### config.mk
export PLATFORM = sky130hd
export DESIGN_NAME = tdc_display
export DESIGN_NICKNAME = d
export VERILOG_FILES = /design/src/rtl/tdc_display.sv
export SDC_FILE = /design/constraint.sdc
export NUM_CORES = 1
export LEC_CHECK = 0
export BUFFER_PORTS_ARGS = -buffer_cell sky130_fd_sc_hd__buf_2
export CORE_ASPECT_RATIO = 1.75
export CORE_UTILIZATION = 50
export DETAILED_ROUTE_END_ITERATION = 6
export HOLD_SLACK_MARGIN = 0.06
export PLACE_DENSITY_LB_ADDON = 0.1
export SYNTH_ARGS = -nofsm -noshare
export SYNTH_HDL_FRONTEND = slang
export SYNTH_SLANG_ARGS = --single-unit
### constraint.sdc
create_clock -name clk -period 22.4 [get_ports clk]
set_input_delay 2.24 -clock clk [delete_from_list [all_inputs] [get_ports clk]]
set_output_delay 2.24 -clock clk [all_outputs]
set_load 0.01 [all_outputs]
### src/rtl/tdc_display.sv
// ---------------------------------------------------------------------------
// tdc_display
// Time-to-digital converter with a six-digit 7-segment readout. A rising
// edge on sent_signal starts counting clk cycles; a rising edge on
// recieved_signal latches the count into the result register. The result is
// shown in decimal on six active-low 7-segment digits, clamped to 999999.
//
// Ports
//   clk             in   1   sole clock, rising edge
//   rst             in   1   synchronous, active-high reset
//   sent_signal     in   1   start pulse (asynchronous to clk)
//   recieved_signal in   1   stop pulse (asynchronous to clk)
//   busy            out  1   high while a measurement is in progress
//   seg             out  42  digit i at seg[7i+6:7i], bit 7i = a, 7i+6 = g
// ---------------------------------------------------------------------------
module tdc_display #(
    parameter int PERIODS_DIM = 24
) (
    input  logic        clk,
    input  logic        rst,
    input  logic        sent_signal,
    input  logic        recieved_signal,
    output logic        busy,
    output logic [41:0] seg
);

    localparam logic [PERIODS_DIM-1:0] CNT_MAX  = '1;
    localparam logic [19:0]            DISP_MAX = 20'd999999;
    localparam logic [6:0]             SEG_ZERO = 7'b1000000;

    typedef enum logic {IDLE, COUNT} state_t;

    state_t                 state;
    logic [PERIODS_DIM-1:0] cnt;
    logic [PERIODS_DIM-1:0] result;

    logic sent_sync_p0, sent_sync_p1, sent_dly_p2, sent_arm;
    logic recv_sync_p0, recv_sync_p1, recv_dly_p2, recv_arm;
    logic vld_p0, vld_p1;
    logic sent_p, recv_p;

    logic [23:0] bcd;
    logic [41:0] seg_next;

    // Saturating increment: the counter sticks at all-ones instead of wrapping.
    function automatic logic [PERIODS_DIM-1:0] sat_inc(input logic [PERIODS_DIM-1:0] v);
        if (v == CNT_MAX)
            return CNT_MAX;
        return v + PERIODS_DIM'(1);
    endfunction

    // Clamp to the largest value six decimal digits can show.
    function automatic logic [19:0] sat_disp(input logic [PERIODS_DIM-1:0] v);
        if (v > {{(PERIODS_DIM-20){1'b0}}, DISP_MAX})
            return DISP_MAX;
        return v[19:0];
    endfunction

    // Double-dabble: 20-bit binary (<= 999999) to six BCD digits.
    function automatic logic [23:0] bin2bcd(input logic [19:0] bin);
        logic [43:0] sh;
        sh = {24'd0, bin};
        for (int i = 0; i < 20; i++) begin
            for (int d = 0; d < 6; d++) begin
                if (sh[20+4*d +: 4] >= 4'd5)
                    sh[20+4*d +: 4] = sh[20+4*d +: 4] + 4'd3;
            end
            sh = sh << 1;
        end
        return sh[43:20];
    endfunction

    // Hex digit to active-low {g,f,e,d,c,b,a}.
    function automatic logic [6:0] hex7(input logic [3:0] h);
        case (h)
            4'h0: return 7'b1000000;
            4'h1: return 7'b1111001;
            4'h2: return 7'b0100100;
            4'h3: return 7'b0110000;
            4'h4: return 7'b0011001;
            4'h5: return 7'b0010010;
            4'h6: return 7'b0000010;
            4'h7: return 7'b1111000;
            4'h8: return 7'b0000000;
            4'h9: return 7'b0010000;
            4'hA: return 7'b0001000;
            4'hB: return 7'b0000011;
            4'hC: return 7'b1000110;
            4'hD: return 7'b0100001;
            4'hE: return 7'b0000110;
            default: return 7'b0001110;
        endcase
    endfunction

    // --- Stage p0/p1: two-flop synchronizers, p2: edge-detect delay flop ---
    // vld_p1 marks when the synchronizer holds real input samples rather than
    // reset values. An edge is only armed once the synchronized input has been
    // seen low with valid data, so a level held high through reset release
    // never looks like a fresh rising edge.
    always_ff @(posedge clk) begin
        if (rst) begin
            sent_sync_p0 <= 1'b0;
            sent_sync_p1 <= 1'b0;
            sent_dly_p2  <= 1'b0;
            sent_arm     <= 1'b0;
            recv_sync_p0 <= 1'b0;
            recv_sync_p1 <= 1'b0;
            recv_dly_p2  <= 1'b0;
            recv_arm     <= 1'b0;
            vld_p0       <= 1'b0;
            vld_p1       <= 1'b0;
        end else begin
            sent_sync_p0 <= sent_signal;
            sent_sync_p1 <= sent_sync_p0;
            sent_dly_p2  <= sent_sync_p1;
            recv_sync_p0 <= recieved_signal;
            recv_sync_p1 <= recv_sync_p0;
            recv_dly_p2  <= recv_sync_p1;
            vld_p0       <= 1'b1;
            vld_p1       <= vld_p0;
            if (vld_p1 && !sent_sync_p1)
                sent_arm <= 1'b1;
            if (vld_p1 && !recv_sync_p1)
                recv_arm <= 1'b1;
        end
    end

    assign sent_p = sent_sync_p1 & ~sent_dly_p2 & sent_arm;
    assign recv_p = recv_sync_p1 & ~recv_dly_p2 & recv_arm;

    // --- Measurement FSM ---
    always_ff @(posedge clk) begin
        if (rst) begin
            state  <= IDLE;
            cnt    <= '0;
            result <= '0;
            busy   <= 1'b0;
        end else begin
            case (state)
                IDLE: begin
                    // A simultaneous stop is ignored: nothing was being timed.
                    if (sent_p) begin
                        cnt   <= PERIODS_DIM'(1);
                        state <= COUNT;
                        busy  <= 1'b1;
                    end
                end
                COUNT: begin
                    if (recv_p)
                        result <= cnt;
                    if (sent_p) begin
                        cnt <= PERIODS_DIM'(1);
                    end else if (recv_p) begin
                        state <= IDLE;
                        busy  <= 1'b0;
                    end else begin
                        cnt <= sat_inc(cnt);
                    end
                end
                default: begin
                    state <= IDLE;
                    busy  <= 1'b0;
                end
            endcase
        end
    end

    // --- Display: clamp, BCD convert, decode, register ---
    assign bcd = bin2bcd(sat_disp(result));

    always_comb begin
        seg_next = '0;
        for (int i = 0; i < 6; i++)
            seg_next[7*i +: 7] = hex7(bcd[4*i +: 4]);
    end

    always_ff @(posedge clk) begin
        if (rst)
            seg <= {6{SEG_ZERO}};
        else
            seg <= seg_next;
    end

endmodule

==> run_results.csv <==
group,metric,value,unit
worst_setup_path,slowest_delay,810,ps
floorplan,io_pins,47,
floorplan,dieArea,28230,µm²
route,drtIter0Drc,765,
timing,fin_crit,17890,ps
yosys,syn_inst,1848,
worst_setup_path,worstSetupStartpointType,"flop",
floorplan,start_util,50.76,%
cells_and_area,post-route-util,53.15,%
clock_tree,cts.hold.buffers_added,0,
power,p_switching,82.76,µW
route,wl_per_cell,15.46,µm
yosys,synth_area,13770,µm²
worst_setup_path,crit_top_cell,"ha_1",
worst_setup_path,critical_path_required,22670,ps
yosys,synth_seq_cells,102,
placed_design,gp_congestion,0.8893,
timing,fin_skew,13.68,ps
worst_setup_path,arrival,18160,ps
clock_tree,cts_setup_buffers,0,
yosys,syn_area_per_cell,7.450,µm²
grt,grt_max_degree,73,
power,power.leakage,0.005759,µW
yosys,synth-edff-count,0,
outcome,status,"finished clean",
clock_tree,insertion_delay,370,ps
cells_and_area,nNetsFinal,1926,
floorplan,core,27130,µm²
power,power.internal,262.1,µW
yosys,yosysWarnings,0,
yosys,synthFlopType,"dfxtp_1",
timing,fin_setup_tns,0,ps
cells_and_area,reg.largest.list,"seg: 42 flops, cnt: 24 flops, result: 24 flops",
floorplan,die-width,127.4,µm
cells_and_area,layout-area-overhead-vs-synth,4.707,%
timing,fmax,55.89,MHz
route,drc,0,
yosys,synthArstFlopShare,0,%
placed_design,dp_hpwl,26100,µm
clock_tree,clock_path_buffers,2,
worst_setup_path,cp_slowest_cell,"nor4_4",
floorplan,rows,80,
clock_tree,clock_sinks,102,
yosys,ys_seq_area_share,14.83,%
clock_tree,cts_resized,0,
power,p_per_area,23.92,nW/µm²
clock_tree,htree_num_levels,3,
route,vias_per_cell,6.235,
clock_tree,path_clk_slew,80,ps
worst_setup_path,endpoint_kind,"flop",
timing,max_slew_margin,30.44,%
grt,grt_antenna_before_repair,0,
yosys,syn_nets,1947,
cells_and_area,drive_above_1_share,11.90,%
worst_setup_path,critPathMaxFanout,18,
timing,setup_viol,0,
power,clkPwrFrac,45.4,%
clock_tree,cts_made_buffers,9,
power,combPwrFrac,1.6,%
timing,rsz0062_at_grt,"no",
clock_tree,tritoncts,"done",
power,swShare,24.00,%
timing,tightest_slew,1043,ps
placed_design,numPortBuffers,46,
cells_and_area,largest-register,"seg",
route,dr.pass1.iters,5,
grt,grt_overflow,0,
yosys,ys_types,140,
grt,grt_pass1_vias,13062,
power,p_seq_share,53.0,%
cells_and_area,largest_reg_flops,42,
route,vias,13724,
route,wl,34030,µm
timing,fin_crit_sh,79.87,%
grt,track_usage,24.18,%
grt,grt_pass1_wl,58440,µm
route,ant_nets,0,
clock_tree,cts-root-buf,"clkbuf_16",
flow_run,cap_viol_max_count,0,
worst_setup_path,crit_type,"flop to flop",
cells_and_area,fin_area,14420,µm²
floorplan,fp.dieH,221.5,µm
worst_hold_path,hold_path.class,"flop to flop",
cells_and_area,n_antenna_cell,0,
timing,finalHoldViolCount,0,
timing,final_max_slew_viol_count,0,
power,ir_drop,0.06052,mV
placed_design,placed_area,14130,µm²
[path summary, 6_finish.rpt]
| kind | from | end | slack (ps) | cells after the start |
|---|---|---|---|---|
| worst max-delay path | result[21] | seg[38] | 4510 | 77 |
| worst min-delay path | recv_sync_p0 | recv_sync_p1 | 450 | 1 |
| worst max register to register | result[21] | seg[38] | 4510 | 77 |
| worst min register to register | recv_sync_p0 | recv_sync_p1 | 450 | 1 |
[power groups by stage]
| stage | Combinational [µW] | Sequential [µW] | Clock [µW] |
|---|---|---|---|
| floorplan | 4.03 | 187 | 0 |
| global placement | 5.64 | 187 | 0 |
| detailed placement | 5.69 | 187 | 0 |
| CTS | 5.73 | 183 | 161 |
| global route | 6.29 | 183 | 167 |
| finish | 5.65 | 183 | 156 |
[critical path: cells and delay by family (launching register included)]
family / cells / cell delay [ps]
simple gates: 16 / 3410
mux: 2 / 1170
xor+xnor: 10 / 3000
compound gates: 25 / 5230
fa+ha+maj: 15 / 3820
buf+inv: 9 / 820
flops: 1 / 350
[cell usage after synthesis (19+ instances only)]
master | n | area, µm²
mux2i_1 | 57 | 570.6
mux2_2 | 19 | 214.0
and2_1 | 33 | 206.5
a31oi_1 | 29 | 181.4
nand4_1 | 27 | 168.9
a21oi_1 | 140 | 700.7
xnor2_1 | 24 | 210.2
nand2_1 | 171 | 641.9
o21ai_1 | 29 | 145.1
nand3_1 | 71 | 355.3
nor3_1 | 61 | 305.3
inv_1 | 84 | 315.3
nor2_1 | 152 | 570.6
nor2b_1 | 25 | 156.4
or3_1 | 21 | 131.4
a211o_1 | 28 | 245.2
ha_1 | 95 | 1189
nand2b_1 | 22 | 137.6
buf_2 | 21 | 105.1
o21ai_0 | 86 | 430.4
o211ai_1 | 30 | 225.2
dfxtp_1 | 102 | 2042
clkbuf_1 | 53 | 198.9
and3_1 | 21 | 131.4
a211oi_1 | 35 | 262.8
[cell type report]
cell class              count  area [µm²]
clock buffers              10       229.0
inverters                  94       352.8
repair buffers             54       290.3
fillers                  2643       12710
multi-input cells        1566       10980
clock inverters             6       57.56
flip-flops and latches    102        2042
well taps                 369       461.7
[logic make-up after synthesis]
| family | Yosys count | synth area share (%) |
|---|---|---|
| AND/OR/NAND/NOR | 704 | 26.34 |
| AO/OA/AOI/OAI | 635 | 34.17 |
| multiplexers | 87 | 7.007 |
| buffers and inverters | 180 | 5.398 |
| flip-flops | 102 | 14.83 |
| XOR/XNOR | 42 | 3.390 |
| adder cells (fa/ha/maj) | 98 | 8.869 |
[metrics by stage]
stage	instances	power, µW	setup slack, ps	hold slack [ps]
floorplan	1848	190.9	6731	413.8
global placement	2185	192.6	5332	422.9
detailed placement	2185	192.7	4560	436.9
CTS	2201	349.4	4542	458.3
global route	2201	355.8	2774	472.6
finish	2201	344.9	4509	453.0
[per-layer routing]
layer / track usage (%) / routed length, µm
met4: 9.793 / 1009
met2: 45.55 / 17700
met5: 0 / 0
met3: 2.196 / 713
met1: 27.32 / 14610
[placed cells by master (no fill, tap or decap), types with 19 or more instances in the layout]
master	synthesis	layout
nand3_1	71	71
o211ai_1	30	30
nor2b_1	25	25
o21ai_0	86	86
a31oi_1	29	29
buf_2	21	46
nand2_1	171	171
a211o_1	28	28
nand4_1	27	27
xnor2_1	24	24
mux2i_1	57	57
dfxtp_1	102	102
nor2_1	152	152
a211oi_1	35	35
inv_1	84	84
or3_1	21	21
and3_1	21	21
ha_1	95	95
and2_1	33	33
mux2_2	19	19
nor3_1	61	61
a21oi_1	140	140
nand2b_1	22	22
o21ai_1	29	29
Power figures use the tool's default switching activity.
